## config.mk

```make
export PLATFORM = sky130hd
export DESIGN_NAME = wb_port_arbiter
export DESIGN_NICKNAME = d
export VERILOG_FILES = /design/src/rtl/wb_port_arbiter.sv
export SDC_FILE = /design/constraint.sdc
export NUM_CORES = 1
export LEC_CHECK = 0
export CAP_MARGIN = 20
export CORE_ASPECT_RATIO = 2
export CORE_UTILIZATION = 45
export CTS_BUF_LIST = sky130_fd_sc_hd__clkbuf_16
export CTS_CLUSTER_DIAMETER = 150
export CTS_CLUSTER_SIZE = 8
export DETAILED_ROUTE_END_ITERATION = 10
export PLACE_DENSITY_LB_ADDON = 0.12
export SETUP_SLACK_MARGIN = 0.15
export SYNTH_ARGS = -nofsm -noshare
export SYNTH_HDL_FRONTEND = slang
export SYNTH_SLANG_ARGS = --single-unit
```

## constraint.sdc

```tcl
create_clock -name clk -period 3.8 [get_ports clk]
set_input_delay 0.76 -clock clk [delete_from_list [all_inputs] [get_ports clk]]
set_output_delay 0.76 -clock clk [all_outputs]
set_load 0.1 [all_outputs]
```

## src/rtl/wb_port_arbiter.sv

```systemverilog
// Two-source register-file write-back arbiter: per-source FIFOs for ALU results
// and memory loads, round-robin grant under contention, one registered write per cycle.
module wb_port_arbiter #(
  parameter int DW    = 32,
  parameter int DEPTH = 2
) (
  input  logic          clk,
  input  logic          rst,
  input  logic          alu_valid,
  input  logic [3:0]    alu_rg,
  input  logic [DW-1:0] alu_data,
  output logic          alu_ready,
  input  logic          mem_valid,
  input  logic [3:0]    mem_rg,
  input  logic [DW-1:0] mem_data,
  input  logic [7:0]    mem_dob,
  output logic          mem_ready,
  output logic          rf_we,
  output logic [3:0]    rf_rg,
  output logic [DW-1:0] rf_data,
  output logic [7:0]    rf_dob,
  output logic          rf_src,
  output logic          stall
);

  localparam int AW = $clog2(DEPTH);
  localparam int CW = AW + 1;
  localparam logic [CW-1:0] FULL = CW'(DEPTH);

  typedef enum logic {SRC_ALU = 1'b0, SRC_MEM = 1'b1} src_e;

  logic [3:0]    r_alu_rg   [DEPTH];
  logic [DW-1:0] r_alu_data [DEPTH];
  logic [3:0]    r_mem_rg   [DEPTH];
  logic [DW-1:0] r_mem_data [DEPTH];
  logic [7:0]    r_mem_dob  [DEPTH];

  logic [CW-1:0] r_alu_cnt, r_mem_cnt;
  logic [AW-1:0] r_alu_wp, r_alu_rp, r_mem_wp, r_mem_rp;
  src_e          r_last_grant;

  logic w_alu_push, w_mem_push, w_alu_pop, w_mem_pop;

  assign alu_ready  = (r_alu_cnt != FULL);
  assign mem_ready  = (r_mem_cnt != FULL);
  assign stall      = ~alu_ready | ~mem_ready;
  assign w_alu_push = alu_valid & alu_ready;
  assign w_mem_push = mem_valid & mem_ready;

  // Grant: lone non-empty queue wins; under contention the source not granted last wins.
  always_comb begin
    w_alu_pop = 1'b0;
    w_mem_pop = 1'b0;
    if ((r_mem_cnt != '0) && ((r_alu_cnt == '0) || (r_last_grant == SRC_ALU))) begin
      w_mem_pop = 1'b1;
    end else if (r_alu_cnt != '0) begin
      w_alu_pop = 1'b1;
    end else begin
      w_alu_pop = 1'b0;
      w_mem_pop = 1'b0;
    end
  end

  always_ff @(posedge clk) begin
    if (w_alu_push) begin
      r_alu_rg[r_alu_wp]   <= alu_rg;
      r_alu_data[r_alu_wp] <= alu_data;
    end
    if (w_mem_push) begin
      r_mem_rg[r_mem_wp]   <= mem_rg;
      r_mem_data[r_mem_wp] <= mem_data;
      r_mem_dob[r_mem_wp]  <= mem_dob;
    end
  end

  // Pointers wrap naturally since DEPTH is a power of two.
  always_ff @(posedge clk or posedge rst) begin
    if (rst) begin
      r_alu_cnt <= '0;
      r_mem_cnt <= '0;
      r_alu_wp  <= '0;
      r_alu_rp  <= '0;
      r_mem_wp  <= '0;
      r_mem_rp  <= '0;
    end else begin
      if (w_alu_push) r_alu_wp <= r_alu_wp + AW'(1);
      if (w_alu_pop)  r_alu_rp <= r_alu_rp + AW'(1);
      if (w_mem_push) r_mem_wp <= r_mem_wp + AW'(1);
      if (w_mem_pop)  r_mem_rp <= r_mem_rp + AW'(1);
      case ({w_alu_push, w_alu_pop})
        2'b10:   r_alu_cnt <= r_alu_cnt + CW'(1);
        2'b01:   r_alu_cnt <= r_alu_cnt - CW'(1);
        default: r_alu_cnt <= r_alu_cnt;
      endcase
      case ({w_mem_push, w_mem_pop})
        2'b10:   r_mem_cnt <= r_mem_cnt + CW'(1);
        2'b01:   r_mem_cnt <= r_mem_cnt - CW'(1);
        default: r_mem_cnt <= r_mem_cnt;
      endcase
    end
  end

  always_ff @(posedge clk or posedge rst) begin
    if (rst) begin
      r_last_grant <= SRC_ALU;
      rf_we        <= 1'b0;
      rf_rg        <= 4'd0;
      rf_data      <= '0;
      rf_dob       <= 8'd0;
      rf_src       <= 1'b0;
    end else begin
      rf_we <= w_alu_pop | w_mem_pop;
      if (w_mem_pop) begin
        r_last_grant <= SRC_MEM;
        rf_rg        <= r_mem_rg[r_mem_rp];
        rf_data      <= r_mem_data[r_mem_rp];
        rf_dob       <= r_mem_dob[r_mem_rp];
        rf_src       <= 1'b1;
      end else if (w_alu_pop) begin
        r_last_grant <= SRC_ALU;
        rf_rg        <= r_alu_rg[r_alu_rp];
        rf_data      <= r_alu_data[r_alu_rp];
        rf_dob       <= 8'd0;
        rf_src       <= 1'b0;
      end
    end
  end

endmodule
```

==> reports/summary.txt <==
Synth cell types -> 30
H-tree Lvls -> 1
# diodes -> 0
setup TNS -> 0 ns
1st-pass router iterations -> 4
clk sinks -> 214
mean post-synth cell area -> 17.5 um^2
met1 Use GR -> 0.205
Synth area leaders -> edfxtp_1 (60%), dfrtp_1 (17%), mux2i_1 (6.8%)
total grt overflow -> 0
WP buf/inv -> 1
Critical Path RT -> 3.04 ns
Crit path max-delay family -> buffers and inverters
first-pass GRT wire length -> 25.6 mm
layout cells sized above 1 -> 0.132
Crit Path Max Fanout -> 7
type of origin of the critical path -> flop
initial antenna violation count -> 0
Die X -> 96.2 um
placement row count -> 68
Starting DRT DRC Count -> 100
final RePlAce weighted congestion -> 0.778
maximum buffer depth of the clock tree -> 3
vias -> 4422
Clock transition at path regs -> 0.05 ns
clock root buffer -> clkbuf_16
leading area contributor after synthesis -> edfxtp_1
Cells after Synth -> 456
crit path max-delay cell type -> clkdlybuf4s50_1
post-CTS setup buffers -> 0
GR peak layer -> met2
register area -> 6160 um^2
Initial Utilization -> 0.462
Least-Margin Pin Slew -> 1.01 ns
critical path class -> reg2out
Total GRT Usage -> 0.190
vias in the first global route -> 4965
Synth top area share -> 0.602
Max-slew headroom -> 0.327
post-synthesis sequential area ratio -> 0.771
max-cap violation count -> 0
hpwl dp -> 10.6 mm
Worst setup EP type -> output port
largest net degree at the start of global routing -> 44
CTS tree -> yes
hold buffers post-CTS -> 0
Final Max Tran Viols -> 0
cell depth of the worst flop-to-flop path -> 5
Clock Skews -> 0.0182 ns
FF-to-FF End -> r_alu_cnt[1]
Worst-Skew Late Latency -> 0.53 ns
Reg2Reg Setup Slack -> 1.76 ns
NumNets Final -> 689
synthesized cell area -> 7990 um^2
YS warnings -> 0
syn nets -> 541
fill cell count -> 1320
TritonCTS Buffers -> 30
# DRC -> 0
fin crit period -> 3.15 ns
via density per instance -> 5.28
core box area -> 17300 um^2
multi-input logic area -> 1720 um^2
Top Ports -> 133
drt total wl -> 16.5 mm
met2 usage -> 0.348
Crit path largest cell delay -> 1.16 ns
Peak Freq -> 0.318 GHz
count of final setup violators -> 0
Final ANT Viol Nets -> 0
worst reg2reg path startpoint -> r_alu_cnt[1]
die area -> 18300 um^2
met3 Track Usage GR -> 0.0407
Post-CTS Resized -> 0
Area Growth Syn to Fin -> 31.0%
final hold vios -> 0
DR WL/cell -> 19.6 um
Yosys reg bits -> 214
Port-buffer cells -> 132
cells along the critical path -> nand2b_1 > clkdlybuf4s50_1
RSZ-0062 raised after global routing -> false
Hold Crit Class -> in2async
Final Cycle Share -> 0.828
Worst EP arrival -> 2.39 ns
run status -> completed
die height -> 190 um
worst max path at each step:
| stage | end | cells past startpoint | start | slack (ns) |
|---|---|---|---|---|
| after floorplan | r_mem_data[0][0] | 4 | r_mem_cnt[0] | 0.58 |
| after global placement | r_mem_data[0][7] | 4 | mem_valid | 1.19 |
| after detailed placement | r_mem_data[0][10] | 4 | mem_valid | 1.14 |
| after CTS | mem_ready | 2 | r_mem_cnt[0] | 0.64 |
| after global routing | mem_ready | 2 | r_mem_cnt[0] | 0.57 |
| final | mem_ready | 2 | r_mem_cnt[0] | 0.65 |
stage by stage:
stage / hold WS [ns] / utilization / instances / cell area, um^2 / setup WS [ns]
2_1_floorplan: 0.478 / - / 456 / 7990 / 0.577
3_3_place_gp: 0.471 / 0.554 / 781 / 9570 / 1.19
3_5_place_dp: 0.476 / 0.554 / 781 / 9570 / 1.14
4_1_cts: 0.490 / 0.605 / 837 / 10400 / 0.639
5_1_grt: 0.468 / 0.606 / 838 / 10500 / 0.567
6_report: 0.458 / 0.606 / 838 / 10500 / 0.653
sequential cells by signal, summed over array words and instances (netlist names), 2 cells and up:
| signal | cells |
|---|---|
| r_alu_data | 64 |
| rf_data | 32 |
| r_mem_dob | 16 |
| r_mem_cnt | 2 |
| r_alu_cnt | 2 |
| r_mem_data | 64 |
| r_mem_rg | 8 |
| rf_dob | 8 |
| rf_rg | 4 |
| r_alu_rg | 8 |
cells in the final DEF, fill, tap and decap left out, types with 9 or more instances in the layout:
| cell | n |
|---|---|
| o21ai_0 | 37 |
| mux2i_1 | 54 |
| o221a_1 | 9 |
| nand3_1 | 9 |
| inv_1 | 25 |
| clkbuf_16 | 31 |
| buf_4 | 9 |
| mux2_2 | 27 |
| edfxtp_1 | 160 |
| dfrtp_1 | 52 |
| nand2_1 | 22 |
| a32oi_1 | 27 |
| clkdlybuf4s50_1 | 131 |
cells in the mapped netlist:
| cell | number |
|---|---|
| edfxtp_1 | 160 |
| dfrtp_1 | 54 |
| mux2i_1 | 54 |
| o21ai_0 | 37 |
| a32oi_1 | 27 |
| mux2_2 | 27 |
| nand2_1 | 22 |
| clkbuf_1 | 12 |
| nand3_1 | 9 |
| o221a_1 | 9 |
| buf_2 | 7 |
| buf_1 | 6 |
| xnor2_1 | 6 |
| nor2_1 | 3 |
| and2_1 | 2 |
| and3_1 | 2 |
| buf_4 | 2 |
| inv_1 | 2 |
| nand2b_1 | 2 |
| or2_2 | 2 |
| xor2_1 | 2 |
| ha_1 | 1 |
| inv_2 | 1 |
| nand4_1 | 1 |
| nor2b_1 | 1 |
| nor4_4 | 1 |
| o21a_1 | 1 |
| o21ai_1 | 1 |
| o21bai_1 | 1 |
| or3b_2 | 1 |
cell families (layout without fill, tap and decap cells):
logic type               Yosys count  after routing  share of synthesized area
AO/OA/AOI/OAI                     76             76                     0.0680
flip-flops                       214            214                      0.771
XOR/XNOR                           8              8                    0.00877
AND/OR/NAND/NOR                   46             46                     0.0290
adder cells (fa/ha/maj)            1              1                    0.00157
multiplexers                      81             81                      0.106
buffers and inverters             30            202                     0.0161
routing by layer:
metal / share of wire / vias to the layer above
met5: 0 / -
met4: 0.032 / 0
met3: 0.056 / 32
met2: 0.56 / 120
met1: 0.36 / 2185
li1: - / 2085
worst reg2reg max path: cells and delay by family (launching register included):
| kind | cells | cell delay [ns] |
|---|---|---|
| flip-flops | 1 | 0.44 |
| XOR/XNOR | 1 | 0.18 |
| adder cells (fa/ha/maj) | 1 | 0.32 |
| AND/OR/NAND/NOR | 3 | 1.01 |
final cells by class:
type                    count  share of cell area
repair buffers            143               0.138
inverters                   3             0.00108
clock inverters            25             0.00897
well taps                 210              0.0251
flip-flops and latches    214               0.589
multi-input cells         212               0.165
clock buffers              31              0.0741
Power is not shown: default switching activity piles up to over one toggle a cycle in this logic, so the estimate is an artifact.
